File: config.mk
export PLATFORM = sky130hd
export DESIGN_NAME = if_fetch_unit_flat
export DESIGN_NICKNAME = d
export VERILOG_FILES = /design/src/rtl/wisc_pkg.sv /design/src/rtl/if_fetch_unit_if.sv /design/src/rtl/if_fetch_unit_skid.sv /design/src/rtl/if_fetch_unit.sv /design/src/flat_wrapper.sv
export SDC_FILE = /design/constraint.sdc
export NUM_CORES = 1
export LEC_CHECK = 0
export BUFFER_PORTS_ARGS = -buffer_cell sky130_fd_sc_hd__buf_2
export CORE_MARGIN = 2
export CORE_UTILIZATION = 55
export CTS_CLUSTER_DIAMETER = 100
export CTS_CLUSTER_SIZE = 28
export DETAILED_ROUTE_END_ITERATION = 8
export GPL_TIMING_DRIVEN = 0
export PLACE_DENSITY_LB_ADDON = 0.3
export RECOVER_POWER = 100
export SLEW_MARGIN = 20
export SYNTH_ARGS = -nofsm -noshare
export SYNTH_HDL_FRONTEND = slang
export SYNTH_HIERARCHICAL = 1
export SYNTH_SLANG_ARGS = --single-unit
File: constraint.sdc
create_clock -name clk -period 2.1 [get_ports clk]
set_input_delay 0.315 -clock clk [delete_from_list [all_inputs] [get_ports clk]]
set_output_delay 0.315 -clock clk [all_outputs]
set_load 0.1 [all_outputs]
File: src/rtl/wisc_pkg.sv
// Shared fetch-stage types: FSM states, HLT opcode, instruction field positions, IF/ID bundle.
// Latency: n/a (types and a pure combinational helper only).
// Backpressure: n/a.
package wisc_pkg;

  typedef enum logic [2:0] {
    IDLE  = 3'd0,
    REQ   = 3'd1,
    HOLD  = 3'd2,
    DRAIN = 3'd3,
    HALT  = 3'd4
  } fetch_state_t;

  localparam logic [3:0] OP_HLT = 4'hF;

  // Low bit of each instruction field
  localparam int OPC_LSB    = 12;
  localparam int COND_LSB   = 8;
  localparam int RS_LSB     = 4;
  localparam int RT_LSB     = 0;
  localparam int IMM4_LSB   = 0;
  localparam int LS_REG_LSB = 8;
  localparam int LS_IMM_LSB = 0;
  localparam int CALL_LSB   = 0;

  typedef struct packed {
    logic        valid;
    logic [15:0] pc;
    logic [3:0]  opcode;
    logic [3:0]  cond;
    logic [3:0]  rs;
    logic [3:0]  rt;
    logic [3:0]  imm4;
    logic [3:0]  ls_reg;
    logic [7:0]  ls_imm;
    logic [11:0] call_tgt;
  } if_id_t;

  // Split one instruction word into the IF/ID field bundle (marked valid)
  function automatic if_id_t split_inst(input logic [15:0] inst, input logic [15:0] pc_next);
    if_id_t f;
    f.valid    = 1'b1;
    f.pc       = pc_next;
    f.opcode   = inst[OPC_LSB +: 4];
    f.cond     = inst[COND_LSB +: 4];
    f.rs       = inst[RS_LSB +: 4];
    f.rt       = inst[RT_LSB +: 4];
    f.imm4     = inst[IMM4_LSB +: 4];
    f.ls_reg   = inst[LS_REG_LSB +: 4];
    f.ls_imm   = inst[LS_IMM_LSB +: 8];
    f.call_tgt = inst[CALL_LSB +: 12];
    return f;
  endfunction

endpackage

File: src/rtl/if_fetch_unit_if.sv
// Instruction-memory request/response bundle between fetch and imem.
// Latency: n/a (wires only).
// Backpressure: imem_ready is a single-cycle strobe; req/addr hold until it arrives.
interface if_fetch_unit_if;
  logic        imem_req;
  logic [15:0] imem_addr;
  logic        imem_ready;
  logic [15:0] imem_rdata;

  modport master (output imem_req, imem_addr, input imem_ready, imem_rdata);
  modport slave  (input imem_req, imem_addr, output imem_ready, imem_rdata);
endinterface

File: src/rtl/if_fetch_unit_skid.sv
// Single-entry holding register for one returned word while decode stalls.
// Latency: data visible the cycle after load; full flag registered.
// Backpressure: no overflow check -- caller must not load while full.
module fetch_skid_buf #(
  parameter int W = 32
) (
  input  logic         clk,
  input  logic         rst_n,
  input  logic         clr_i,
  input  logic         load_i,
  input  logic         drain_i,
  input  logic [W-1:0] dat_i,
  output logic         full_o,
  output logic [W-1:0] dat_o
);

  logic         full_q, full_d;
  logic [W-1:0] dat_q, dat_d;

  // Clear beats load beats drain
  always_comb begin
    full_d = full_q;
    dat_d  = dat_q;
    if (clr_i) begin
      full_d = 1'b0;
    end else if (load_i) begin
      full_d = 1'b1;
      dat_d  = dat_i;
    end else if (drain_i) begin
      full_d = 1'b0;
    end
  end

  // Entry storage
  always_ff @(posedge clk or negedge rst_n) begin
    if (!rst_n) begin
      full_q <= 1'b0;
      dat_q  <= '0;
    end else begin
      full_q <= full_d;
      dat_q  <= dat_d;
    end
  end

  assign full_o = full_q;
  assign dat_o  = dat_q;

endmodule

File: src/rtl/if_fetch_unit.sv
// Instruction fetch: owns PC, requests words from imem, presents IF/ID fields to decode.
// Latency: word accepted in cycle N appears in IF/ID in cycle N+1; 1 instr/cycle on zero-wait memory.
// Backpressure: stall holds IF/ID; one returned word parks in the skid buffer and requests pause.
module if_fetch_unit
  import wisc_pkg::*;
#(
  parameter logic [15:0] RESET_PC   = 16'h0000,
  parameter logic [3:0]  HLT_OPCODE = OP_HLT
) (
  input  logic                   clk,
  input  logic                   rst_n,
  input  logic                   stall,
  input  logic                   redirect_valid,
  input  logic [15:0]            redirect_pc,
  if_fetch_unit_if.master        imem,
  output logic                   if_id_valid,
  output logic [3:0]             cntrl_opcode,
  output logic [3:0]             branch_cond,
  output logic [3:0]             reg_rs,
  output logic [3:0]             reg_rt_arith,
  output logic [3:0]             arith_imm,
  output logic [3:0]             load_save_reg,
  output logic [7:0]             load_save_imm,
  output logic [11:0]            call_target,
  output logic [15:0]            pc_out,
  output logic                   halted
);

  fetch_state_t state_q, state_d;
  logic [15:0]  pc_q, pc_d;
  logic [15:0]  drain_addr_q, drain_addr_d;
  if_id_t       if_id_q, if_id_d;
  logic         halted_q, halted_d;

  logic [15:0]  pc_inc;
  logic         accept;
  logic         acc_hlt;
  logic         skid_full;
  logic         skid_load;
  logic         skid_drain;
  logic [31:0]  skid_dat;

  assign pc_inc     = pc_q + 16'd1;
  // A word counts only in REQ; a redirect in the same cycle drops it
  assign accept     = (state_q == REQ) && imem.imem_ready && !redirect_valid;
  assign acc_hlt    = accept && (imem.imem_rdata[OPC_LSB +: 4] == HLT_OPCODE);
  assign skid_load  = accept && stall;
  assign skid_drain = !redirect_valid && !stall && skid_full;

  fetch_skid_buf #(.W(32)) u_skid (
    .clk     (clk),
    .rst_n   (rst_n),
    .clr_i   (redirect_valid),
    .load_i  (skid_load),
    .drain_i (skid_drain),
    .dat_i   ({imem.imem_rdata, pc_inc}),
    .full_o  (skid_full),
    .dat_o   (skid_dat)
  );

  // FSM state register
  always_ff @(posedge clk or negedge rst_n) begin
    if (!rst_n) state_q <= IDLE;
    else        state_q <= state_d;
  end

  // FSM next state
  always_comb begin
    state_d = state_q;
    unique case (state_q)
      IDLE:  state_d = REQ;
      REQ: begin
        if (redirect_valid)         state_d = imem.imem_ready ? REQ : DRAIN;
        else if (acc_hlt)           state_d = HALT;
        else if (accept && stall)   state_d = HOLD;
      end
      HOLD:  if (redirect_valid || !stall) state_d = REQ;
      DRAIN: if (imem.imem_ready)          state_d = REQ;
      HALT:  if (redirect_valid)           state_d = REQ;
      default: state_d = IDLE;
    endcase
  end

  // FSM outputs: request only in REQ, or DRAIN where the abandoned address must stay put
  always_comb begin
    imem.imem_req  = 1'b0;
    imem.imem_addr = 16'h0000;
    unique case (state_q)
      REQ: begin
        imem.imem_req  = 1'b1;
        imem.imem_addr = pc_q;
      end
      DRAIN: begin
        imem.imem_req  = 1'b1;
        imem.imem_addr = drain_addr_q;
      end
      default: ;
    endcase
  end

  // PC and the in-flight address kept for draining after a redirect
  always_comb begin
    pc_d         = pc_q;
    drain_addr_d = drain_addr_q;
    if (redirect_valid) begin
      pc_d = redirect_pc;
      if (state_q == REQ && !imem.imem_ready) drain_addr_d = pc_q;
    end else if (accept) begin
      pc_d = pc_inc;
    end
  end

  // IF/ID update: redirect, then stall, then skid, then fresh word, else bubble
  always_comb begin
    if_id_d  = if_id_q;
    halted_d = halted_q;
    if (redirect_valid) begin
      if_id_d.valid = 1'b0;
      halted_d      = 1'b0;
    end else if (!stall) begin
      if (skid_full) begin
        if_id_d = split_inst(skid_dat[31:16], skid_dat[15:0]);
        if (skid_dat[16 + OPC_LSB +: 4] == HLT_OPCODE) halted_d = 1'b1;
      end else if (accept) begin
        if_id_d = split_inst(imem.imem_rdata, pc_inc);
        if (acc_hlt) halted_d = 1'b1;
      end else begin
        if_id_d.valid = 1'b0;
      end
    end
  end

  // Datapath registers
  always_ff @(posedge clk or negedge rst_n) begin
    if (!rst_n) begin
      pc_q         <= RESET_PC;
      drain_addr_q <= 16'h0000;
      if_id_q      <= '0;
      halted_q     <= 1'b0;
    end else begin
      pc_q         <= pc_d;
      drain_addr_q <= drain_addr_d;
      if_id_q      <= if_id_d;
      halted_q     <= halted_d;
    end
  end

  assign if_id_valid   = if_id_q.valid;
  assign cntrl_opcode  = if_id_q.opcode;
  assign branch_cond   = if_id_q.cond;
  assign reg_rs        = if_id_q.rs;
  assign reg_rt_arith  = if_id_q.rt;
  assign arith_imm     = if_id_q.imm4;
  assign load_save_reg = if_id_q.ls_reg;
  assign load_save_imm = if_id_q.ls_imm;
  assign call_target   = if_id_q.call_tgt;
  assign pc_out        = if_id_q.pc;
  assign halted        = halted_q;

endmodule

File: src/flat_wrapper.sv
// flat-port wrapper written by rule: the top's interface ports become plain ports
module if_fetch_unit_flat import wisc_pkg::*;
#(
  parameter logic [15:0] RESET_PC   = 16'h0000,
  parameter logic [3:0]  HLT_OPCODE = OP_HLT
)
  (clk, rst_n, stall, redirect_valid, redirect_pc, if_id_valid, cntrl_opcode, branch_cond, reg_rs, reg_rt_arith, arith_imm, load_save_reg, load_save_imm, call_target, pc_out, halted, imem_imem_req, imem_imem_addr, imem_imem_ready, imem_imem_rdata);
  if_fetch_unit_if imem_i ();
  input  logic clk;
  input  logic rst_n;
  input  logic stall;
  input  logic redirect_valid;
  input  logic [15:0] redirect_pc;
  output logic if_id_valid;
  output logic [3:0] cntrl_opcode;
  output logic [3:0] branch_cond;
  output logic [3:0] reg_rs;
  output logic [3:0] reg_rt_arith;
  output logic [3:0] arith_imm;
  output logic [3:0] load_save_reg;
  output logic [7:0] load_save_imm;
  output logic [11:0] call_target;
  output logic [15:0] pc_out;
  output logic halted;
  output wire logic [$bits(imem_i.imem_req)-1:0] imem_imem_req;
  output wire logic [$bits(imem_i.imem_addr)-1:0] imem_imem_addr;
  input wire logic [$bits(imem_i.imem_ready)-1:0] imem_imem_ready;
  input wire logic [$bits(imem_i.imem_rdata)-1:0] imem_imem_rdata;
  assign imem_imem_req = imem_i.imem_req;
  assign imem_imem_addr = imem_i.imem_addr;
  assign imem_i.imem_ready = imem_imem_ready;
  assign imem_i.imem_rdata = imem_imem_rdata;
  if_fetch_unit #(.RESET_PC(RESET_PC), .HLT_OPCODE(HLT_OPCODE)) u_core (.clk(clk), .rst_n(rst_n), .stall(stall), .redirect_valid(redirect_valid), .redirect_pc(redirect_pc), .imem(imem_i), .if_id_valid(if_id_valid), .cntrl_opcode(cntrl_opcode), .branch_cond(branch_cond), .reg_rs(reg_rs), .reg_rt_arith(reg_rt_arith), .arith_imm(arith_imm), .load_save_reg(load_save_reg), .load_save_imm(load_save_imm), .call_target(call_target), .pc_out(pc_out), .halted(halted));
endmodule
==> run summary <==
Critical path startpoint category = flop
Largest net degree at the start of global routing = 56
Status = finished clean
LEAKAGE = 3.149 nW
Layout cells sized above 1 = 41.19%
WP data arrival = 2.29 ns
Initial antenna violation count = 0
Synth top area share = 45.94%
Critical Path Fanout Max = 10
CTS max path bufs = 2
Fillers = 768
Setup CP Type = flop to flop
Synth unique cells = 50
RD Place Congestion = 0.8275
Iteration-0 DRC count of the detailed router = 205
Final ANT Viol Nets = 0
Leading area contributor after synthesis = dfrtp_1
Final nets = 674
CP endpoint kind = flop
# H-tree levels = 3
Post-Synthesis Cells = 505
CTS Root Cell = clkbuf_8
Synth top area cells = dfrtp_1 46%, mux2_4 8.9%, mux2i_1 6.8%
Worst path cell trace = buf_6 -> and4bb_4 -> buf_12 -> and2_1 -> nor2b_4 -> buf_6 -> buf_12 -> mux2_4
Global-route wire length before repair = 20640 um
Pre-Repair DR Iteration Count = 4
Pre-CTS worst setup slack = -0.06808 ns
Routed Wire Length = 12850 um
All-layer global routing usage = 23.55%
Max stage delay cell, worst path = dfrtp_1
Slew HR = 17.58%
Fin. Hold Viols = 0
Clk Latency, worst-skew pair = 0.37 ns
CP endpoint = u_core/u_skid/dat_o[20]$_DFFE_PN0P_
Worst Hold Class = input port to flop
Vias in the first global route = 4048
Worst path depth = 8
Slew Viols, Final = 0
# port buffers = 115
Synth Flop Type = dfrtp_1
GR Overflow Total = 0
CP top delay family = simple AND/OR/NAND/NOR gates
Chip Width = 104.5 um
Die Area = 10920 um2
Setup ws final = 0.05993 ns
Vias per cell = 5.346
Synthesized area = 5557 um2
FF-to-FF End = u_core/u_skid/dat_o[20]$_DFFE_PN0P_
Slew @ Worst Pin = 1.236 ns
Power Total = 9.147 mW
Final setup violating endpoints = 0
CP max stage delay = 0.39 ns
Avg Inst Size Synth = 11.00 um2
Routed len/inst = 16.61 um
Clock Sinks = 102
Seq/Total Area, Yosys = 45.94%
Crit path launch = u_core/state_q[1]$_DFFE_PN0P_
Cts bufs inserted = 9
WP buf/inv = 4
CTS tree = done
Highest Clock Rate = 490.2 MHz
Ys async rst share = 100.0%
Final Skew = 0.007741 ns
Yosys reg bits = 102
Total number of vias = 4138
Most common cell after layout, fill and taps aside = dfrtp_1
DP HPWL = 9186 um
I/O pin total = 116
Clock-pin slew on the worst setup and hold paths = 0.10 ns
Period Utilization, post-route = 97.15%
Yosys warns = 6
Required @ worst endpoint = 2.35 ns
Register Area = 2556 um2
Min Tclk post-route = 2.040 ns
Antenna diode instance count = 0
Multi-input logic area = 2471 um2
Die Ht = 104.5 um
Worst vdd ir = 0.8996 mV
Mapped Nets = 543
Row Count = 36
Drt drc = 0
Core area = 9774 um2
P&R area growth vs syn = 19.55%
Reg2reg path depth = 8
Starting Density = 56.85%
Hold Crit Depth = 3
Worst reg2reg path startpoint = u_core/state_q[1]$_DFFE_PN0P_
Max-Cap Viols = 0
Power per cell area = 1377 nW/um2
Number of flops mapped to enable cells by yosys = 0
Most frequent cells in the layout = 99 x dfrtp_1, 66 x clkbuf_2, 46 x nand2_1
Setup TNS = 0 ns
Reg-to-reg slack, setup = 0.06 ns
## worst reg2reg max path, cell delays in order (launching register included)
cell      delay (ns)
dfrtp_1         0.39
buf_6           0.13
and4bb_4        0.36
buf_12          0.15
and2_1          0.15
nor2b_4         0.14
buf_6           0.15
buf_12          0.16
mux2_4          0.31
## kinds of logic after synthesis
group | count (synthesis) | synth area share [%]
adder cells (fa/ha/maj) | 1 | 0.2251
multiplexers | 86 | 18.80
flip-flops | 102 | 45.94
buffers and inverters | 76 | 9.547
AO/OA/AOI/OAI | 78 | 7.656
AND/OR/NAND/NOR | 142 | 14.68
XOR/XNOR | 20 | 3.152
## where the power goes
| part | internal [mW] | switching [mW] |
|---|---|---|
| Clock | 0.483 | 0.726 |
| Sequential | 2.49 | 0.352 |
| Combinational | 1.20 | 3.90 |
## synth_stat cells (3+ instances only)
cell type  instances
and3_1             7
mux2i_1           38
buf_6              6
o21ai_0           39
clkbuf_1           8
mux2_2            15
o31ai_1            5
xnor2_1           13
buf_4             36
or2_2              5
xor2_1             7
nand2_1           46
nor3_1             9
dfrtp_1          102
buf_2             11
inv_1             10
nor4_1             6
nand3_1            4
nand2b_1           8
a21oi_1           15
nor4_2             3
nor2_1            23
nand4_1            8
mux2_4            33
buf_12             3
o21ai_1           11
nor2b_1            3
nor3b_1            4
## metal layers
layer  global-route usage [%]  share of wire (%)
met1                    33.80                 45
met2                    37.11                 48
met3                    2.945                5.4
met4                    7.819                1.0
met5                        0                  0
## stage by stage
| stage | area [um2] | util (%) | cells | hold slack, ns |
|---|---|---|---|---|
| floorplan | 5557 | - | 505 | 0.01941 |
| global placement | 6299 | 64.44 | 753 | 0.4582 |
| detailed placement | 6332 | 64.78 | 754 | 0.2836 |
| CTS | 6609 | 67.61 | 771 | 0.1418 |
| global route | 6643 | 67.96 | 774 | 0.1475 |
| finish | 6643 | 67.96 | 774 | 0.1512 |
## worst min path at each step
stage | from | slack [ns] | endpoint
finish | redirect_pc[2] | 0.15 | u_core/pc_q[2]$_DFFE_PN0P_
CTS | redirect_pc[2] | 0.14 | u_core/pc_q[2]$_DFFE_PN0P_
floorplan | rst_n | 0.02 | u_core/branch_cond[0]$_DFFE_PN0P_
global placement | u_core/if_id_valid$_DFFE_PN0P_ | 0.46 | u_core/if_id_valid$_DFFE_PN0P_
global route | redirect_pc[0] | 0.15 | u_core/pc_q[0]$_DFFE_PN0P_
detailed placement | rst_n | 0.28 | u_core/call_target[7]$_DFFE_PN0P_
## registers in the layout, indices dropped and copies added (netlist names)
| signal | cells |
|---|---|
| u_core/u_skid/dat_o | 32 |
| u_core/drain_addr_q | 16 |
| u_core/pc_out | 16 |
| u_core/pc_q | 16 |
| u_core/branch_cond | 4 |
| u_core/cntrl_opcode | 4 |
| u_core/reg_rs | 3 |
| u_core/reg_rt_arith | 3 |
| u_core/state_q | 3 |
| u_core/call_target | 1 |
| u_core/halted | 1 |
| u_core/if_id_valid | 1 |
| u_core/load_save_imm | 1 |
| u_core/u_skid/full_o | 1 |
## cell type report
type | instances | share of cell area, %
buffer | 65 | 7.459
timing repair buffer | 120 | 10.85
tap | 133 | 2.505
multi-input combinational | 327 | 37.20
sequential | 102 | 38.48
inverter | 11 | 0.6404
clock buffer | 10 | 2.072
clock inverter | 6 | 0.7911
## what timing repair did
item	4_1_cts	5_1_grt
hold buffers	1	0
setup buffers	0	3
pin swaps	0	2
endpoints found under the setup margin	41	45
endpoints found under the hold margin	47	0
gates resized for setup	26	34
Note: power is estimated with default switching activity, not from simulation.
